File: config.mk
export PLATFORM = sky130hd
export DESIGN_NAME = seg_scan_decoder
export DESIGN_NICKNAME = d
export VERILOG_FILES = /design/src/rtl/seg_scan_decoder_pkg.sv /design/src/rtl/seg_scan_decoder_glyph_decode.sv /design/src/rtl/seg_scan_decoder.sv
export SDC_FILE = /design/constraint.sdc
export NUM_CORES = 1
export LEC_CHECK = 0
export ABC_AREA = 1
export BUFFER_PORTS_ARGS = -buffer_cell sky130_fd_sc_hd__buf_2
export CAP_MARGIN = 20
export CORE_UTILIZATION = 35
export DETAILED_ROUTE_END_ITERATION = 10
export HOLD_SLACK_MARGIN = 0.05
export PLACE_DENSITY_LB_ADDON = 0.12
export SLEW_MARGIN = 30
export SYNTH_ARGS = -nofsm -noshare
export SYNTH_HDL_FRONTEND = slang
export SYNTH_HIERARCHICAL = 1
export SYNTH_SLANG_ARGS = --single-unit
File: constraint.sdc
create_clock -name clk -period 2.45 [get_ports clk]
set_clock_uncertainty 0.05 [all_clocks]
set_input_delay 0.3675 -clock clk [delete_from_list [all_inputs] [get_ports clk]]
set_output_delay 0.3675 -clock clk [all_outputs]
set_load 0.005 [all_outputs]
File: src/rtl/seg_scan_decoder_pkg.sv
// seg_scan_decoder_pkg: shared 7-segment display constants, glyph table and sample classification
package seg_scan_decoder_pkg;
    localparam int NUM_DIGITS = 5;
    localparam logic [4:0] CODE_BLANK = 5'd16;
    localparam int SEG_A = 0;
    localparam int SEG_G = 6;
    localparam int SEG_DP = 7;
    // Active-high gfedcba patterns for hex codes 0..F
    localparam logic [6:0] GLYPH_TABLE [16] = '{
        7'h3F, 7'h06, 7'h5B, 7'h4F, 7'h66, 7'h6D, 7'h7D, 7'h07,
        7'h7F, 7'h6F, 7'h77, 7'h7C, 7'h39, 7'h5E, 7'h79, 7'h71
    };
    typedef enum logic [1:0] {
        SMP_IDLE,
        SMP_ONEHOT,
        SMP_MULTI
    } sample_kind_e;
endpackage

File: src/rtl/seg_scan_decoder_glyph_decode.sv
// seg7_glyph_decode: maps an active-high 7-segment pattern to a hex/blank code
module seg7_glyph_decode
    import seg_scan_decoder_pkg::*;
(
    input  logic [6:0] i_pattern,
    output logic [4:0] o_code,
    output logic       o_valid
);
    // All segments off is blank; otherwise search the glyph table
    always_comb begin
        o_code = CODE_BLANK;
        o_valid = (i_pattern == 7'd0);
        for (int k = 0; k < 16; k++) begin
            if (i_pattern == GLYPH_TABLE[k]) begin
                o_code = 5'(k);
                o_valid = 1'b1;
            end
        end
    end
endmodule

File: src/rtl/seg_scan_decoder.sv
// seg_scan_decoder: recovers digit codes from a scanned multiplexed 7-segment display bus
module seg_scan_decoder
    import seg_scan_decoder_pkg::*;
#(
    parameter int SEL_ACTIVE_LOW = 1,
    parameter int SEG_ACTIVE_LOW = 1,
    parameter int STABLE_SAMPLES = 2,
    parameter int TIMEOUT_SAMPLES = 64
) (
    input  logic        clk,
    input  logic        reset,
    input  logic        sample_en,
    input  logic [4:0]  seg_sel,
    input  logic [7:0]  seg_data,
    output logic [24:0] digits,
    output logic [4:0]  dps,
    output logic        frame_valid,
    output logic        pattern_err,
    output logic        sel_err,
    output logic [7:0]  err_count,
    output logic        stale
);
    localparam logic [3:0] STB = 4'(STABLE_SAMPLES);
    localparam logic [15:0] TMO = 16'(TIMEOUT_SAMPLES);

    logic [4:0] w_sel;
    logic [7:0] w_data;
    sample_kind_e w_kind;
    logic w_same;
    logic [3:0] w_cnt_nxt;
    logic w_accept;
    logic w_wr;
    logic w_err;
    logic w_full;
    logic [4:0] w_code;
    logic w_gvalid;

    logic [4:0] r_sel;
    logic [7:0] r_data;
    logic [3:0] r_cnt;
    logic [4:0] r_work [NUM_DIGITS];
    logic [4:0] r_work_dp;
    logic [4:0] r_seen;
    logic [24:0] r_digits;
    logic [4:0] r_dps;
    logic r_fv;
    logic r_perr;
    logic r_serr;
    logic [7:0] r_err;
    logic [15:0] r_tcnt;

    assign w_sel = (SEL_ACTIVE_LOW != 0) ? ~seg_sel : seg_sel;
    assign w_data = (SEG_ACTIVE_LOW != 0) ? ~seg_data : seg_data;

    seg7_glyph_decode u_glyph (
        .i_pattern(w_data[SEG_G:SEG_A]),
        .o_code   (w_code),
        .o_valid  (w_gvalid)
    );

    // Classify the sample and decide whether this strobe completes a stable run
    always_comb begin
        w_kind = (w_sel == 5'd0) ? SMP_IDLE
               : ((w_sel & (w_sel - 5'd1)) == 5'd0) ? SMP_ONEHOT : SMP_MULTI;
        w_same = (w_sel == r_sel) && (w_data == r_data);
        w_cnt_nxt = !w_same ? 4'd1 : (r_cnt == STB) ? r_cnt : r_cnt + 4'd1;
        w_accept = sample_en && (w_kind == SMP_ONEHOT) && (w_cnt_nxt == STB)
                && !(w_same && (r_cnt == STB));
        w_wr = w_accept && w_gvalid;
        w_err = (sample_en && (w_kind == SMP_MULTI)) || (w_accept && !w_gvalid);
        w_full = &r_seen;
    end

    // Track the held one-hot pair and its run length; idle or multi-hot breaks the run
    always_ff @(posedge clk) begin
        if (reset) begin
            r_sel <= '0;
            r_data <= '0;
            r_cnt <= '0;
        end else if (sample_en) begin
            if (w_kind == SMP_ONEHOT) begin
                r_sel <= w_sel;
                r_data <= w_data;
                r_cnt <= w_cnt_nxt;
            end else begin
                r_cnt <= '0;
            end
        end
    end

    // Collect digits into working registers and publish a snapshot once all five are seen
    always_ff @(posedge clk) begin
        if (reset) begin
            r_seen <= '0;
            r_work_dp <= '0;
            for (int i = 0; i < NUM_DIGITS; i++) r_work[i] <= CODE_BLANK;
            r_digits <= {NUM_DIGITS{CODE_BLANK}};
            r_dps <= '0;
            r_fv <= 1'b0;
        end else begin
            r_fv <= w_full;
            r_seen <= (w_full ? 5'd0 : r_seen) | (w_wr ? w_sel : 5'd0);
            for (int i = 0; i < NUM_DIGITS; i++) begin
                if (w_wr && w_sel[i]) begin
                    r_work[i] <= w_code;
                    r_work_dp[i] <= w_data[SEG_DP];
                end
                if (w_full) r_digits[5*i +: 5] <= r_work[i];
            end
            if (w_full) r_dps <= r_work_dp;
        end
    end

    // Error pulses, saturating error count and frame timeout counter
    always_ff @(posedge clk) begin
        if (reset) begin
            r_serr <= 1'b0;
            r_perr <= 1'b0;
            r_err <= '0;
            r_tcnt <= '0;
        end else begin
            r_serr <= sample_en && (w_kind == SMP_MULTI);
            r_perr <= w_accept && !w_gvalid;
            if (w_err && (r_err != 8'hFF)) r_err <= r_err + 8'd1;
            if (w_full) r_tcnt <= '0;
            else if (sample_en && (r_tcnt != TMO)) r_tcnt <= r_tcnt + 16'd1;
        end
    end

    assign digits = r_digits;
    assign dps = r_dps;
    assign frame_valid = r_fv;
    assign pattern_err = r_perr;
    assign sel_err = r_serr;
    assign err_count = r_err;
    assign stale = (r_tcnt == TMO);
endmodule

# Word level (Yosys, flattened, before mapping)
# Memory sizes are Yosys's and may differ from the RTL's. A register that Yosys moved wholly into a read port is not among the register bits.
# Cells that the tools add are included.
# W data, S select, Z words.
# classes
addsub,4
n_eq_ne,25
muxes,61
bitwise,9
reduce_logical,24
# op_table
operator,count
$mux W5,23
$eq A7 B7 Y1 const B,12
$mux W1,33
$add A16 B1 Y16 const B,1
$eq A16 B7 Y1 const B,1
$ne A16 B7 Y1 const B,1
$logic_and A1 B1 Y1,15
$eq A7 B3 Y1 const B,2
$eq A7 B6 Y1 const B,2
$mux W4,3
$logic_not A5 Y1,2
$add A8 B1 Y8 const B,1
$eq A4 B2 Y1 const B,2
$eq A8 B8 Y1,1
$ne A8 B8 Y1 const B,1
$not A8 Y8,1
$logic_not A7 Y1,1
$and A5 B5 Y5,1
$eq A5 B5 Y1,1
$not A5 Y5,1
$or A1 B1 Y1,5
$or A5 B5 Y5,1
$reduce_and A5 Y1,1
$sub A5 B1 Y5 const B,1
8 further kinds,10
# word_totals
ff_bits,59
ramBits,25
elab_cells,139
mem_count,1
# memory_table
memory,words,width,rd,rd_ports_with_merged_regs,write_ports,line_no,source
r_work,5,5,5,5,5,seg_scan_decoder.sv:41,logic [4:0] r_work [NUM_DIGITS];

# Logic depth before layout (Yosys ltp)
# logic_depth
ltp_word,24
mapped_depth,16

# Modules after synthesis
# Netlist, hierarchy kept.
# modules_own_cells
mod,instances,cells_each,area_per_inst_um2
seg_scan_decoder,1,510,4446.8
seg7_glyph_decode,1,68,325.3

# Worst setup path after synthesis
# Ideal clock, no wire load.
# synth_path
kind,input to register
startpoint,in seg_data[6]
endpoint,mem r_work[4][0] (netlist: r_work[0][20]) (enable)
arrival_time_ps,1719
required_ps,2087
path_slack_ps,369
stages,11
cell_sequence,inv_1 -> nand2_1 -> nor2_4 -> nand4_1 -> nand3_2 -> nor2_2 -> nand4_1 -> inv_1 -> nor3_4 -> nand2_1 -> nand2_1
# synth_rtl
item,line_no,source
"start, declared",seg_scan_decoder.sv:14,"input logic [7:0] seg_data,"
"end, declared",seg_scan_decoder.sv:41,

==> flow_metrics.py <==
metrics = {
    "outcome": {
        "status": "completed",
    },
    "cells_and_area": {
        "antenna_cells": 0,
        "synthToLayoutAreaGrowth_pct": 17.4,
        "fill_cells": 1351,
        "drive_gt1_frac": 0.175,
        "multiInputGateArea_mm2": 0.00200,
        "regArea_mm2": 0.00243,
        "fin_nets": 666,
    },
    "drt": {
        "ant_nets": 0,
        "drtIter0Drc": 193,
        "via_per_inst": 4.77,
        "detailedRoute.firstPassIterationCount": 4,
        "remaining_drc_errors": 0,
        "vias": 3944,
        "wirelength_um": 10600,
        "wire_per_inst_um": 12.9,
    },
    "timing": {
        "hold-worst-slack_ns": 0.160,
        "setup_viol": 0,
        "fin_crit_sh": 0.904,
        "finalHoldViolations": 0,
        "rsz0062_at_grt": "no",
        "fmax_ghz": 0.451,
        "worst_pin_slew_ns": 0.406,
        "layout_setup_ws_ns": 0.235,
        "period_minus_slack_ns": 2.22,
        "slew_violations": 0,
        "slew_headroom": 0.729,
    },
    "synth": {
        "synthTopCellsByCount": "nand2_1 (115), dfxtp_1 (84), inv_1 (70)",
        "synthCells": 578,
        "synth_enable_flop_cells": 25,
        "yosysTopAreaCell": "dfxtp_1",
        "synthDistinctLibCells": 35,
        "synthDominantCellAreaShare": 0.352,
        "async_flop_share": 0,
        "syn_area_mm2": 0.00477,
        "synth_seq_cells": 109,
        "syn_area_per_cell_um2": 8.26,
        "synth.area.top_cells": "dfxtp_1 (35%), edfxtp_1 (16%), nand2_1 (9.0%)",
        "synth_ff_type": "dfxtp_1",
        "yosysWarnings": 6,
        "yosysSeqAreaShare": 0.510,
        "synthMostInstantiatedCell": "nand2_1",
        "syn_nets": 599,
    },
    "floorplanning": {
        "die_area_mm2": 0.0141,
        "core_region_area_mm2": 0.0133,
        "die_w_um": 119,
        "ioPinCount": 58,
        "initial_core_util": 0.359,
        "die_height_um": 119,
        "num_rows": 42,
    },
    "global_routing": {
        "grt_pass1_vias": 3735,
        "grt_usage": 0.161,
        "antenna_found_initial": 0,
        "grt_overflow_total": 0,
        "grt_pass1_wl_um": 17900,
        "grt_start_max_net_pins": 39,
    },
    "pwr": {
        "p_leak_nw": 2.42,
        "power_density_mw_per_mm2": 624,
        "share_seq_of_total_power": 0.539,
        "switchingPower_mw": 0.852,
        "swShare": 0.244,
        "ir_drop_mv": 0.414,
        "p_int_mw": 2.64,
        "pwr-share-comb": 0.064,
        "pwr-share-clk": 0.397,
    },
    "worst_setup_path": {
        "endpoint_kind": "flip-flop",
        "path_buf_inv": 1,
        "cp_cell_sequence": "inv_1, ha_1, nand2_1, nor2_1, a21oi_1, nor2_1, nand4_2, nor3_4, nand2_1, nand2_1",
        "path_class": "reg2reg",
        "cp.arrival_ns": 2.19,
        "slowest_delay_ns": 0.35,
        "crit_required_ns": 2.43,
        "cp_common_cell": "nand2_1",
        "cp_top_family": "simple AND/OR/NAND/NOR gates",
        "critPathSlowestCell": "dfxtp_1",
        "cp_max_fo": 6,
        "start_kind": "flip-flop",
    },
    "clock_tree": {
        "cts_max_level": 3,
        "worstSkewPairLatency_ns": 0.35,
        "cts_max_path_buffers": 2,
        "clk_pin_slew_ns": 0.07,
        "numCtsBuffers": 9,
        "clock-sinks": 109,
        "cts.hold.buffers_added": 0,
        "cts_tree": "built",
        "postCtsSetupRepairBufs": 0,
        "cts-root-buf": "clkbuf_16",
        "cts_resized": 0,
    },
    "placed_design": {
        "dpl_worst_slack_ns": -0.0515,
        "port_buffers": 57,
        "dp_hpwl_um": 8010,
        "gp_congestion": 0.880,
    },
    "flow_run": {
        "maxCapViolCount": 0,
    },
    "hold_path": {
        "min_path_type": "in2reg",
    },
}
==> cell type report <==
cell class	count	share of cell area
sequential	109	0.434
multi-input combinational	377	0.356
timing repair buffer	70	0.0683
inverter	78	0.0525
clock buffer	11	0.0415
tap	176	0.0393
clock inverter	5	0.00782
==> routing by layer <==
layer  vias up  track usage  wire, um
met2        44        0.269      5010
met5         -            0         0
li1       2059            -         -
met1      1825        0.202      5110
met3        16       0.0415       321
met4         0       0.0538       192
==> path summary, 6_finish.rpt <==
| path | from | endpoint | slack (ns) | cells past startpoint |
|---|---|---|---|---|
| worst max-delay path | r_cnt[0] | r_work[0][0] | 0.23 | 10 |
| worst min-delay path | seg_data[7] | r_data[7] | 0.16 | 2 |
| worst max register to register | r_cnt[0] | r_work[0][0] | 0.23 | 10 |
| worst min register to register | r_work_dp[0] | r_work_dp[0] | 0.40 | 2 |
==> cell families after synthesis <==
kind of cell / Yosys count / share of synthesized area
flip-flops: 109 / 0.510
AO/OA/AOI/OAI: 114 / 0.143
AND/OR/NAND/NOR: 246 / 0.240
buffers and inverters: 92 / 0.0726
XOR/XNOR: 12 / 0.0220
adder cells (fa/ha/maj): 5 / 0.0131
==> power groups by stage <==
stage | logic, mW | registers, mW | clock network, mW
floorplan | 0.150 | 1.92 | 0
global placement | 0.225 | 1.93 | 0
detailed placement | 0.227 | 1.93 | 0
CTS | 0.228 | 1.88 | 1.44
global route | 0.260 | 1.89 | 1.51
finish | 0.224 | 1.88 | 1.39
==> sequential cells by signal, indices dropped and copies added (netlist names) <==
signal       cells
digits          25
dps              5
err_count        8
frame_valid      1
pattern_err      1
r_cnt            4
r_data           8
r_seen           5
r_sel            5
r_tcnt          16
r_work          25
r_work_dp        5
sel_err          1
==> through the flow <==
step                      area (um^2)  total power, mW  instances  utilization  TNS [ns]
after CTS                        5600             3.56        826        0.421         0
after global routing             5600             3.65        826        0.421         0
final                            5600             3.50        826        0.421         0
after detailed placement         5330             2.15        810        0.401    -0.470
after global placement           5330             2.15        810        0.401   -0.0297
after floorplan                  4770             2.07        578            -         0
==> cell usage in the layout, fill, tap and decap left out, types with 3 or more instances in the layout <==
master     instances
o22a_1             5
dfxtp_1           84
clkbuf_16          9
nor3b_1            3
nand2_1          115
xor2_1             7
inv_2              5
nor2_1            48
o21ai_0           35
buf_4             13
nor2_4             4
nor4_1             6
ha_1               5
o22ai_1            4
o21ai_1            3
xnor2_1            5
nor2_2             5
edfxtp_1          25
a22o_1            20
nor3_1             8
nand2_2            7
nand3_1           30
nand4_1           10
a21oi_1           43
buf_2             57
inv_1             70
No activity file was read; power rests on OpenSTA's default activity.
